==> src/rtl/cam_pkg.sv <==
// Shared constants, state encoding and colour helper for camera_frame_writer.
// Ports: none (package).
package cam_pkg;

  localparam int H_ACTIVE_DEF = 640;
  localparam int V_ACTIVE_DEF = 480;
  localparam int DECIM_DEF    = 2;
  localparam int ADDR_W_DEF   = 17;

  localparam int R_MSB = 15;
  localparam int R_LSB = 11;
  localparam int G_MSB = 10;
  localparam int G_LSB = 5;
  localparam int B_MSB = 4;
  localparam int B_LSB = 0;

  localparam int RGB444_W = 12;

  typedef enum logic {
    SYNC    = 1'b0,
    CAPTURE = 1'b1
  } state_t;

  // Keep the top four bits of each field, no rounding.
  function automatic logic [RGB444_W-1:0] rgb565_to_444(
    input logic [15:0] pd
  );
    return {pd[R_MSB -: 4], pd[G_MSB -: 4], pd[B_MSB -: 4]};
  endfunction

endpackage

==> src/rtl/camera_frame_writer_if.sv <==
// Pixel-in / BRAM-write bundle for camera_frame_writer.
// master: pixel source + frame-store observer; slave: the writer.
interface camera_frame_writer_if #(
  parameter int ADDR_W = 17
);
  import cam_pkg::*;

  logic                enable;
  logic [15:0]         pixel_data;
  logic                pixel_valid;
  logic                frame_done;
  logic                wr_en;
  logic                wr_buf;
  logic [ADDR_W-1:0]   wr_addr;
  logic [RGB444_W-1:0] wr_data;
  logic                rd_buf;
  logic                frame_ready;
  logic                frame_error;

  modport master (
    output enable, pixel_data, pixel_valid, frame_done,
    input  wr_en, wr_buf, wr_addr, wr_data,
    input  rd_buf, frame_ready, frame_error
  );

  modport slave (
    input  enable, pixel_data, pixel_valid, frame_done,
    output wr_en, wr_buf, wr_addr, wr_data,
    output rd_buf, frame_ready, frame_error
  );

endinterface

==> src/rtl/cam_pixel_counter.sv <==
// x/y position, sticky overflow, keep decision, complete-frame flag.
// Ports: clk_i, rst_n_i, clr_i, cnt_i in; keep_o, complete_o out.
module cam_pixel_counter #(
  parameter int H_ACTIVE = 640,
  parameter int V_ACTIVE = 480,
  parameter int DECIM    = 2
) (
  input  logic clk_i,
  input  logic rst_n_i,
  input  logic clr_i,
  input  logic cnt_i,
  output logic keep_o,
  output logic complete_o
);
  localparam int XW = $clog2(H_ACTIVE);
  localparam int YW = $clog2(V_ACTIVE + 1);
  localparam logic [XW-1:0] XM = XW'(DECIM - 1);
  localparam logic [YW-1:0] YM = YW'(DECIM - 1);

  logic [XW-1:0] x_q;
  logic [YW-1:0] y_q;
  logic          ovf_q;
  logic          at_end;

  assign at_end = (y_q == YW'(V_ACTIVE));

  // DECIM is a power of two, so masking low bits is mod DECIM.
  assign keep_o = cnt_i && !at_end &&
                  ((x_q & XM) == '0) && ((y_q & YM) == '0);

  assign complete_o = at_end && (x_q == '0) && !ovf_q;

  always_ff @(posedge clk_i) begin
    if (!rst_n_i || clr_i) begin
      x_q   <= '0;
      y_q   <= '0;
      ovf_q <= 1'b0;
    end else if (cnt_i) begin
      if (at_end) begin
        ovf_q <= 1'b1;
      end else if (x_q == XW'(H_ACTIVE - 1)) begin
        x_q <= '0;
        y_q <= y_q + 1'b1;
      end else begin
        x_q <= x_q + 1'b1;
      end
    end
  end

endmodule

==> src/rtl/camera_frame_writer.sv <==
// Decimating RGB565->RGB444 writer into a double-buffered frame store.
// Ports: p_clock, reset_n, bus (slave: pixels in, BRAM writes out).
module camera_frame_writer
  import cam_pkg::*;
#(
  parameter int H_ACTIVE = H_ACTIVE_DEF,
  parameter int V_ACTIVE = V_ACTIVE_DEF,
  parameter int DECIM    = DECIM_DEF,
  parameter int ADDR_W   = ADDR_W_DEF
) (
  input  logic                 p_clock,
  input  logic                 reset_n,
  camera_frame_writer_if.slave bus
);
  state_t              state_q;
  logic                wr_buf_q;
  logic                wr_en_q;
  logic [ADDR_W-1:0]   wr_addr_q;
  logic [ADDR_W-1:0]   cnt_q;
  logic [RGB444_W-1:0] wr_data_q;
  logic                ready_q;
  logic                error_q;
  logic                fd;
  logic                pix_go;
  logic                keep;
  logic                complete;

  assign fd = bus.frame_done;

  // frame_done wins over a coincident pixel.
  assign pix_go = (state_q == CAPTURE) && bus.pixel_valid && !fd;

  cam_pixel_counter #(
    .H_ACTIVE (H_ACTIVE),
    .V_ACTIVE (V_ACTIVE),
    .DECIM    (DECIM)
  ) u_cnt (
    .clk_i      (p_clock),
    .rst_n_i    (reset_n),
    .clr_i      (fd),
    .cnt_i      (pix_go),
    .keep_o     (keep),
    .complete_o (complete)
  );

  always_ff @(posedge p_clock) begin
    if (!reset_n) begin
      state_q   <= SYNC;
      wr_buf_q  <= 1'b0;
      wr_en_q   <= 1'b0;
      wr_addr_q <= '0;
      cnt_q     <= '0;
      wr_data_q <= '0;
      ready_q   <= 1'b0;
      error_q   <= 1'b0;
    end else begin
      wr_en_q <= 1'b0;
      ready_q <= 1'b0;
      error_q <= 1'b0;
      if (keep) begin
        wr_en_q   <= 1'b1;
        wr_addr_q <= cnt_q;
        wr_data_q <= rgb565_to_444(bus.pixel_data);
        cnt_q     <= cnt_q + 1'b1;
      end
      unique case (state_q)
        SYNC: begin
          if (fd && bus.enable) begin
            state_q <= CAPTURE;
            cnt_q   <= '0;
          end
        end
        CAPTURE: begin
          if (fd) begin
            cnt_q   <= '0;
            state_q <= bus.enable ? CAPTURE : SYNC;
            // A write issued this cycle still carries the old buffer.
            if (complete) begin
              wr_buf_q <= ~wr_buf_q;
              ready_q  <= 1'b1;
            end else begin
              error_q  <= 1'b1;
            end
          end
        end
      endcase
    end
  end

  assign bus.wr_en       = wr_en_q;
  assign bus.wr_buf      = wr_buf_q;
  assign bus.wr_addr     = wr_addr_q;
  assign bus.wr_data     = wr_data_q;
  assign bus.rd_buf      = ~wr_buf_q;
  assign bus.frame_ready = ready_q;
  assign bus.frame_error = error_q;

endmodule

==> src/flat_wrapper.sv <==
// flat-port wrapper written by rule: the top's interface ports become plain ports
module camera_frame_writer_flat import cam_pkg::*;
#(
  parameter int H_ACTIVE = H_ACTIVE_DEF,
  parameter int V_ACTIVE = V_ACTIVE_DEF,
  parameter int DECIM    = DECIM_DEF,
  parameter int ADDR_W   = ADDR_W_DEF
)
  (p_clock, reset_n, bus_enable, bus_pixel_data, bus_pixel_valid, bus_frame_done, bus_wr_en, bus_wr_buf, bus_wr_addr, bus_wr_data, bus_rd_buf, bus_frame_ready, bus_frame_error);
  camera_frame_writer_if #(.ADDR_W(ADDR_W)) bus_i ();
  input  logic p_clock;
  input  logic reset_n;
  input wire logic [$bits(bus_i.enable)-1:0] bus_enable;
  input wire logic [$bits(bus_i.pixel_data)-1:0] bus_pixel_data;
  input wire logic [$bits(bus_i.pixel_valid)-1:0] bus_pixel_valid;
  input wire logic [$bits(bus_i.frame_done)-1:0] bus_frame_done;
  output wire logic [$bits(bus_i.wr_en)-1:0] bus_wr_en;
  output wire logic [$bits(bus_i.wr_buf)-1:0] bus_wr_buf;
  output wire logic [$bits(bus_i.wr_addr)-1:0] bus_wr_addr;
  output wire logic [$bits(bus_i.wr_data)-1:0] bus_wr_data;
  output wire logic [$bits(bus_i.rd_buf)-1:0] bus_rd_buf;
  output wire logic [$bits(bus_i.frame_ready)-1:0] bus_frame_ready;
  output wire logic [$bits(bus_i.frame_error)-1:0] bus_frame_error;
  assign bus_i.enable = bus_enable;
  assign bus_i.pixel_data = bus_pixel_data;
  assign bus_i.pixel_valid = bus_pixel_valid;
  assign bus_i.frame_done = bus_frame_done;
  assign bus_wr_en = bus_i.wr_en;
  assign bus_wr_buf = bus_i.wr_buf;
  assign bus_wr_addr = bus_i.wr_addr;
  assign bus_wr_data = bus_i.wr_data;
  assign bus_rd_buf = bus_i.rd_buf;
  assign bus_frame_ready = bus_i.frame_ready;
  assign bus_frame_error = bus_i.frame_error;
  camera_frame_writer #(.H_ACTIVE(H_ACTIVE), .V_ACTIVE(V_ACTIVE), .DECIM(DECIM), .ADDR_W(ADDR_W)) u_core (.p_clock(p_clock), .reset_n(reset_n), .bus(bus_i));
endmodule
==> config.mk <==
export PLATFORM = sky130hd
export DESIGN_NAME = camera_frame_writer_flat
export DESIGN_NICKNAME = d
export VERILOG_FILES = /design/src/rtl/cam_pkg.sv /design/src/rtl/camera_frame_writer_if.sv /design/src/rtl/cam_pixel_counter.sv /design/src/rtl/camera_frame_writer.sv /design/src/flat_wrapper.sv
export SDC_FILE = /design/constraint.sdc
export NUM_CORES = 1
export LEC_CHECK = 0
export ABC_AREA = 1
export CORE_UTILIZATION = 53
export DETAILED_ROUTE_END_ITERATION = 10
export PLACE_DENSITY = 0.8
export SYNTH_ARGS = -nofsm -noshare
export SYNTH_HDL_FRONTEND = slang
export SYNTH_HIERARCHICAL = 1
export SYNTH_SLANG_ARGS = --single-unit
==> constraint.sdc <==
create_clock -name p_clock -period 2.5 [get_ports p_clock]
set_input_delay 0.5 -clock p_clock [delete_from_list [all_inputs] [get_ports p_clock]]
set_output_delay 0.5 -clock p_clock [all_outputs]
set_load 0.02 [all_outputs]
==> out/qor.yml, run 1 <==
outcome:
  status: "completed"
clocking:
  clock_path_buffers: 2
  ctsResizeCount: 0
  cts_setup_buffers: 0
  cts_sinks: 71
  clock_latency_ns: 0.35
  root_buffer: "clkbuf_8"
  htree_levels: 3
  cts_tree: "done"
  path_clk_slew_ns: 0.08
  cts_made_buffers: 9
  hold_buffers: 0
sta:
  setup_viol: 0
  min_period_ns: 2.18
  setup_ws_ns: 0.319
  max_slew.worst_pin.slew_ns: 0.425
  setup_tns_ns: 0
  clock-skew-final_ns: 0.00752
  grt_setup_unrepaired: "false"
  drv_slew: 0
  period_share: 0.872
  fmax_ghz: 0.458
  hold_viol: 0
  slew_headroom: 0.714
yosys:
  async_flop_share: 0
  ys_types: 35
  synthFlopType: "dfxtp_1"
  synth_seq_area_share: 0.444
  synth_edf_count: 0
  yosysWarnings: 6
  avgSynthCellArea_sq_um: 7.10
  synth_area_leaders: "dfxtp_1 (44%), nand2_1 (11%), nor2_1 (10%)"
  ys_ff_latch: 71
  yosys.area.top_type_share: 0.444
  syn_inst: 451
  syn_area_sq_um: 3200
  synth_top_area_cell: "dfxtp_1"
  synthesis.nets: 477
route:
  routed_via_density: 5.14
  drc: 0
  vias: 3020
  firstDrtPassIters: 4
  totalWireLength_um: 7220
  wl_per_cell_um: 12.3
  drt_iter0_markers: 160
  drtAntennaViolNets: 0
power_and_ir_drop:
  seq_power_share: 0.475
  powerDensity_nw_per_um2: 595
  combPwrFrac: 0.055
  ir_drop_mv: 0.464
  clkPwrFrac: 0.470
  p_sw_uw: 522
  p_sw_frac: 0.215
  p_int_uw: 1900
  leakagePower_uw: 0.00164
worst_setup_path:
  end_kind: "register"
  worst-r2r-setup-slack_ns: 0.32
  timing.rr.start: "u_core/u_cnt/y_q[0]"
  crit_path_max_fanout: 17
  worstSetupStartpoint: "u_core/u_cnt/y_q[0]"
  start_kind: "register"
  path_class: "register to register"
  required_ns: 2.74
  cp.arrival_ns: 2.43
floorplanning:
  core_area_sq_um: 5680
  io_pins: 55
  die_w_um: 79.7
  initial_core_util: 0.564
  die_area_sq_um: 6360
  rows: 27
  die_h_um: 79.7
cells_and_area:
  multi_input_area_sq_um: 1560
  syn2layout_area_growth_pct: 27.2
  layout_commonest_cell: "nand2_1"
  antennaDiodeCount: 0
  fin_nets: 536
  fill_cells: 464
  regArea_sq_um: 1420
  drive_gt1_frac: 0.105
  final_cell_mix: "nand2_1 (98), nor2_1 (87), dfxtp_1 (71), clkdlybuf4s50_1 (50), inv_1 (40)"
min_path:
  hold_class: "register to register"
  worstHoldStart: "u_core/u_cnt/ovf_q"
global_routing:
  grt_max_degree: 29
  grt_use_total: 0.252
  grt_pass1_wl_um: 12400
  antenna_found_initial: 0
  overflow: 0
  grt_pass1_vias: 2846
placement:
  place_ws_ns: 0.0394
  place.gp.congestion: 0.805
  io_buffers: 50
  dp_hpwl_um: 5010
flow_run:
  max-cap-violations: 0
-- final timing paths --
path                                              end  cells after the start
worst max register to register  u_core/bus.wr_addr[9]                     14
worst max-delay path            u_core/bus.wr_addr[9]                     14
worst min register to register     u_core/u_cnt/ovf_q                      2
worst min-delay path               u_core/u_cnt/ovf_q                      2
-- cell families after synthesis --
| kind of cell | Yosys count | share of synthesized area |
|---|---|---|
| compound gates | 71 | 0.113 |
| fa+ha+maj | 5 | 0.0195 |
| flops | 71 | 0.444 |
| xor+xnor | 5 | 0.0137 |
| simple gates | 243 | 0.337 |
| mux | 1 | 0.00313 |
| buf+inv | 55 | 0.0703 |
-- Yosys cell counts, types with 2 or more instances --
cell       n
clkbuf_1   5
o21ai_0   36
inv_2      2
nand3b_1   2
nand4_1    5
buf_2      3
nand2_1   98
dfxtp_1   71
nand3_2    2
nand2_2    6
inv_1     40
nor2_2     6
ha_1       5
nor3_1     3
or2_2      2
xor2_1     5
nor2_4     3
nand3_1   22
nor2_1    88
a21oi_1   32
-- power groups by stage --
stage | Sequential (uW) | Clock (uW) | Combinational (uW)
after floorplan | 1190 | 0 | 46.8
after global placement | 1180 | 0 | 131
after detailed placement | 1180 | 0 | 133
after CTS | 1150 | 1160 | 134
after global routing | 1150 | 1200 | 147
final | 1150 | 1140 | 134
-- worst max-delay path, cell delays in order, from the launching register on --
cell and delay [ns]:
dfxtp_1 0.43, inv_1 0.10, ha_1 0.21, nand2_2 0.07, nor2_2 0.05, nand2_4 0.11, nand2_8 0.06, inv_4 0.04
nand2_1 0.07, nor2_2 0.20, buf_4 0.23, inv_1 0.15, buf_12 0.19, nor2_1 0.11, nor2_1 0.06
-- stage by stage --
step	instances	power, uW	hold WS [ns]	util	area [sq um]
2_1_floorplan	451	1240	0.435	-	3200
3_3_place_gp	571	1310	0.451	0.674	3820
3_5_place_dp	571	1310	0.455	0.674	3820
4_1_cts	587	2440	0.469	0.718	4080
5_1_grt	587	2500	0.492	0.718	4080
6_report	587	2430	0.464	0.718	4080
-- flip-flops by register name, indices dropped and copies added (netlist names), named ones only --
register,flops
u_core/bus.wr_buf,1
u_core/u_cnt/y_q,9
u_core/u_cnt/ovf_q,1
u_core/u_cnt/x_q,10
u_core/bus.frame_ready,1
u_core/bus.wr_en,1
u_core/bus.wr_addr,17
u_core/bus.wr_data,12
u_core/cnt_q,17
u_core/bus.frame_error,1
-- layer usage --
layer	track usage	up-vias	routed length, um
li1	-	1553	-
met1	0.320	1385	3400
met2	0.409	71	3290
met3	0.0606	11	386
met4	0.104	0	139
met5	0	-	0
-- cell type report --
| cell class | count | area share |
|---|---|---|
| clock buffer | 10 | 0.0338 |
| tap | 72 | 0.0221 |
| timing repair buffer | 60 | 0.144 |
| multi-input combinational | 325 | 0.383 |
| clock inverter | 6 | 0.0282 |
| inverter | 43 | 0.0402 |
| sequential | 71 | 0.349 |
(Power assumes the default switching activity.)
==> inputs of run 2 (changes only) <==
CELL_PAD_IN_SITES_DETAIL_PLACEMENT = 1   (was unset)
CELL_PAD_IN_SITES_GLOBAL_PLACEMENT = 2   (was unset)
CORE_UTILIZATION = 29   (was 53)
PLACE_DENSITY = 0.78   (was 0.8)
==> run 2 against run 1 <==
  * Hold slack better by 0.0087 ns
  * Via count fell by 0.99%
  * Cell area up 0.58%
  * Cell count rose by 12%
  * Sequential power barely moved
  * Setup slack got worse by 0.074 ns
  * Global-route usage fell by 8.7 points
  * Clock skew is 0.0011 ns higher
  * Wire length increased by 20%
  * Sequential share of layout area shrank 0.20 points
  * Register-to-register slack worse by 0.07 ns
  * Largest cell class unchanged
  * Largest power group unchanged
==> out/qor.yml, run 2 (synthesized netlist as in run 1, its figures left out) <==
clocking:
  cts_made_buffers: 9
  clock_latency_ns: 0.36
  path_clk_slew_ns: 0.09
  ctsResizeCount: 0
  clock_path_buffers: 2
  cts_sinks: 71
  cts_tree: "done"
  cts_setup_buffers: 0
  htree_levels: 3
  hold_buffers: 0
  root_buffer: "clkbuf_8"
power_and_ir_drop:
  powerDensity_nw_per_um2: 546
  seq_power_share: 0.515
  clkPwrFrac: 0.424
  combPwrFrac: 0.061
  p_sw_uw: 568
  ir_drop_mv: 0.217
  p_int_uw: 1670
  p_sw_frac: 0.254
  leakagePower_uw: 0.00161
route:
  firstDrtPassIters: 4
  wl_met2_um: 3830
  vias: 2990
  wl_met3_um: 494
  wl_per_cell_um: 13.2
  drc: 0
  routed_via_density: 4.56
  drtAntennaViolNets: 0
  topRoutingLayerUsed: "met4"
  drt_iter0_markers: 81
  totalWireLength_um: 8640
  met1Wirelength_um: 4200
global_routing:
  overflow: 0
  grt_max_degree: 24
  grt_pass1_vias: 3154
  grt_pass1_wl_um: 14700
  antenna_found_initial: 0
  grt_use_total: 0.165
placement:
  place_ws_ns: -0.0482
  dp_hpwl_um: 6420
  io_buffers: 50
  place.gp.congestion: 0.736
sta:
  setup_tns_ns: 0
  hold_viol: 0
  period_share: 0.902
  fmax_ghz: 0.443
  min_period_ns: 2.26
  max_slew.worst_pin.slew_ns: 0.486
  setup_viol: 0
  slew_headroom: 0.673
  grt_setup_unrepaired: "false"
  drv_slew: 0
  clock-skew-final_ns: 0.00860
  setup_ws_ns: 0.244
floorplanning:
  rows: 38
  core_area_sq_um: 10800
  die_area_sq_um: 11500
  die_h_um: 107
  io_pins: 55
  initial_core_util: 0.297
  die_w_um: 107
worst_setup_path:
  required_ns: 2.75
  end_kind: "register"
  cp-endpoint: "u_core/bus.wr_addr[6]"
  worst-r2r-setup-slack_ns: 0.24
  crit_path_max_fanout: 21
  reg2reg_depth: 14
  r2r-end: "u_core/bus.wr_addr[6]"
  timing.rr.start: "u_core/u_cnt/y_q[0]"
  cp.arrival_ns: 2.51
  start_kind: "register"
  worstSetupStartpoint: "u_core/u_cnt/y_q[0]"
  path_class: "register to register"
min_path:
  hold_class: "register to register"
  holdPathStages: 2
cells_and_area:
  antennaDiodeCount: 0
  layout_commonest_cell: "nand2_1"
  final_cell_mix: "nand2_1 (98), nor2_1 (87), dfxtp_1 (71), clkdlybuf4s50_1 (50), inv_1 (40)"
  fin_nets: 537
  syn2layout_area_growth_pct: 28.0
  drive_gt1_frac: 0.107
flow_run:
  max-cap-violations: 0
outcome:
  status: "completed"
-- run 2: cell count changes in the layout (fill, tap and decap cells not counted), sizes merged --
| cell | delta |
|---|---|
| clkinvlp | +1 |
| clkbuf | -1 |
| clkinv | +3 |
| inv | -1 |
| buf | +1 |
| bufinv | -2 |
-- run 2: cell type report --
| class | instances | area, sq um |
|---|---|---|
| clock buffer | 9 | 124 |
| clock inverter | 7 | 72.6 |
| fill | 1346 | 6690 |
| inverter | 43 | 164 |
| multi-input combinational | 325 | 1560 |
| sequential | 71 | 1420 |
| tap | 140 | 175 |
| timing repair buffer | 61 | 583 |
-- run 2: worst min-delay path by stage --
| stage | endpoint | startpoint |
|---|---|---|
| after floorplan | u_core/u_cnt/ovf_q | u_core/u_cnt/ovf_q |
| after global placement | u_core/bus.wr_addr[2] | u_core/bus.wr_addr[2] |
| after detailed placement | u_core/bus.wr_addr[4] | u_core/bus.wr_addr[4] |
| after CTS | u_core/bus.wr_addr[4] | u_core/bus.wr_addr[4] |
| after global routing | u_core/bus.wr_addr[2] | u_core/bus.wr_addr[2] |
| final | u_core/bus.wr_addr[4] | u_core/bus.wr_addr[4] |
-- run 2: worst max-delay path, stage by stage (launching register included) --
cell     delay (ns)
dfxtp_1        0.45
inv_1          0.09
ha_1           0.21
nand2_2        0.07
nor2_2         0.05
nand2_4        0.10
nand2_8        0.06
inv_4          0.04
nand2_1        0.06
nor2_2         0.24
buf_4          0.30
inv_1          0.08
buf_4          0.19
nor2_1         0.12
nor2_1         0.06
-- run 2: power by group through the flow --
stage / combinational (uW) / clock [uW] / sequential, uW
after detailed placement: 139 / 0 / 1180
after floorplan: 46.8 / 0 / 1190
after global routing: 149 / 1020 / 1150
final: 136 / 950 / 1150
after global placement: 137 / 0 / 1180
after CTS: 140 / 981 / 1150
-- run 2: per-stage QoR --
step / area [sq um] / total power [uW] / hold WS, ns / utilization / cells
after detailed placement: 3900 / 1320 / 0.458 / 0.362 / 640
after CTS: 4100 / 2270 / 0.474 / 0.380 / 656
after global routing: 4100 / 2320 / 0.513 / 0.380 / 656
after global placement: 3900 / 1310 / 0.450 / 0.362 / 640
final: 4100 / 2240 / 0.473 / 0.380 / 656
after floorplan: 3200 / 1240 / 0.435 / - / 451
-- run 2: metal layers --
metal  GRT usage  vias to the layer above
li1            -                     1549
met1       0.205                     1388
met2       0.265                       44
met3      0.0553                        9
met4      0.0558                        0
met5           0                        -
==> inputs of run 3 (changes only) <==
CORE_UTILIZATION = 30   (was 29)
CTS_BUF_LIST = sky130_fd_sc_hd__clkbuf_4   (was unset)
PLACE_DENSITY = 0.81   (was 0.78)
==> run 3 against run 2 <==
  * Count of clock-buffer cells in the layout stayed put
  * Register-to-register slack gained 0.03 ns
  * Clock skew rose by 0.0085 ns
  * Largest cell class unchanged
==> out/qor.yml, run 3 (synthesized netlist as in run 1, its figures left out) <==
worst_setup_path:
  slowest_stage: "dfxtp_1"
  slowest_delay_ns: 0.47
  cp.arrival_ns: 2.51
  start_kind: "register"
  worst-r2r-setup-slack_ns: 0.28
  path_buf_inv: 4
  end_kind: "register"
  required_ns: 2.79
  crit_path_max_fanout: 22
  crit_family: "simple AND/OR/NAND/NOR gates"
  worstPathCellList: "inv_1 -> ha_1 -> nand2_2 -> nor2_2 -> nand2_4 -> nand2_8 -> inv_4 -> nand2_1 -> nor2_2 -> buf_4 -> buf_4 -> nand2_1 -> nor3b_1"
  path_class: "register to register"
sta:
  setup_viol: 0
  max_slew.worst_pin.slew_ns: 0.400
  setup_ws_ns: 0.278
  slew_headroom: 0.731
  fmax_ghz: 0.450
  clock-skew-final_ns: 0.0171
  drv_slew: 0
  period_share: 0.889
  min_period_ns: 2.22
  hold_viol: 0
  grt_setup_unrepaired: "false"
  holdWs_ns: 0.481
placement:
  place_ws_ns: 0.00705
  dp_hpwl_um: 6540
  place.gp.congestion: 0.746
  place_area_sq_um: 3940
  io_buffers: 50
  post-place-cells: 642
clocking:
  hold_buffers: 0
  path_clk_slew_ns: 0.13
  htree_levels: 3
  clock_path_buffers: 2
  cts_sinks: 71
  root_buffer: "clkbuf_4"
  cts_setup_buffers: 0
  cts_tree: "done"
  cts_made_buffers: 9
  ctsResizeCount: 0
  clock_latency_ns: 0.41
floorplanning:
  die_area_sq_um: 11100
  die_h_um: 105
  initial_core_util: 0.310
  die_w_um: 105
  io_pins: 55
  core_area_sq_um: 10300
  rows: 37
cells_and_area:
  fill_cells: 1308
  fin_cells: 658
  regArea_sq_um: 1420
  syn2layout_area_growth_pct: 27.2
  final_cell_mix: "nand2_1 (98), nor2_1 (87), dfxtp_1 (71), clkdlybuf4s50_1 (50), inv_1 (40)"
  drive_gt1_frac: 0.115
  layout_commonest_cell: "nand2_1"
  fin_nets: 543
  multi_input_area_sq_um: 1560
  final_cell_area_sq_um: 4070
  antennaDiodeCount: 0
power_and_ir_drop:
  powerDensity_nw_per_um2: 492
  p_int_uw: 1510
  leakagePower_uw: 0.00161
  combPwrFrac: 0.069
  p_sw_frac: 0.248
  p_sw_uw: 497
  seq_power_share: 0.575
  ir_drop_mv: 0.221
  power_uw: 2000
  clkPwrFrac: 0.355
global_routing:
  overflow: 0
  grt_pass1_wl_um: 15000
  grt_max_degree: 24
  grt_use_total: 0.168
  grt_pass1_vias: 3160
  antenna_found_initial: 0
route:
  vias: 3070
  topRoutingLayerUsed: "met4"
  routed_via_density: 4.67
  wl_per_cell_um: 13.2
  met1Wirelength_um: 4300
  wl_met3_um: 312
  drt_iter0_markers: 79
  drc: 0
  totalWireLength_um: 8670
  drtAntennaViolNets: 0
  wl_met2_um: 3940
  firstDrtPassIters: 4
outcome:
  status: "completed"
min_path:
  hold_class: "register to register"
flow_run:
  max-cap-violations: 0
==> run 3: changes by cell type in the layout (fill, tap and decap cells not counted) <==
cell,delta
clkinv_2,+1
clkinv_4,-1
buf_4,+6
inv_6,-1
clkbuf_8,-9
clkinv_1,+1
clkbuf_4,+9
==> run 3: layout make-up <==
class / count / area share
Multi-Input combinational cell: 325 / 0.383
Clock inverter: 7 / 0.0157
Inverter: 43 / 0.0402
Timing Repair Buffer: 67 / 0.154
Clock buffer: 9 / 0.0166
Tap cell: 136 / 0.0418
Sequential cell: 71 / 0.349
==> run 3: worst reg2reg max path: cells and delay by family (launching register included) <==
kind                     cells  cell delay, ns
adder cells (fa/ha/maj)      1            0.21
buffers and inverters        4            0.61
flip-flops                   1            0.47
AND/OR/NAND/NOR              8            0.82
==> run 3: routing by layer <==
| metal | GRT usage | vias up |
|---|---|---|
| met5 | 0 | - |
| met2 | 0.275 | 44 |
| met4 | 0.0483 | 0 |
| met1 | 0.222 | 1447 |
| met3 | 0.0371 | 10 |
| li1 | - | 1569 |
==> run 3: final timing paths <==
kind                    startpoint                     to  depth (start not counted)
min reg2reg  u_core/bus.wr_addr[4]  u_core/bus.wr_addr[4]                          2
min          u_core/bus.wr_addr[4]  u_core/bus.wr_addr[4]                          2
max reg2reg    u_core/u_cnt/y_q[0]        u_core/cnt_q[0]                         13
max            u_core/u_cnt/y_q[0]        u_core/cnt_q[0]                         13
==> run 3: per-stage QoR <==
step | util | setup TNS (ns)
floorplan | - | 0
global placement | 0.382 | -0.00134
detailed placement | 0.382 | 0
CTS | 0.395 | 0
global route | 0.395 | 0
finish | 0.395 | 0
==> run 3: power groups by stage <==
| stage | clock network [uW] | registers [uW] | logic (uW) |
|---|---|---|---|
| 2_1_floorplan | 0 | 1190 | 46.8 |
| 3_3_place_gp | 0 | 1180 | 139 |
| 6_report | 712 | 1150 | 139 |
| 5_1_grt | 805 | 1160 | 151 |
| 4_1_cts | 746 | 1150 | 142 |
| 3_5_place_dp | 0 | 1180 | 141 |
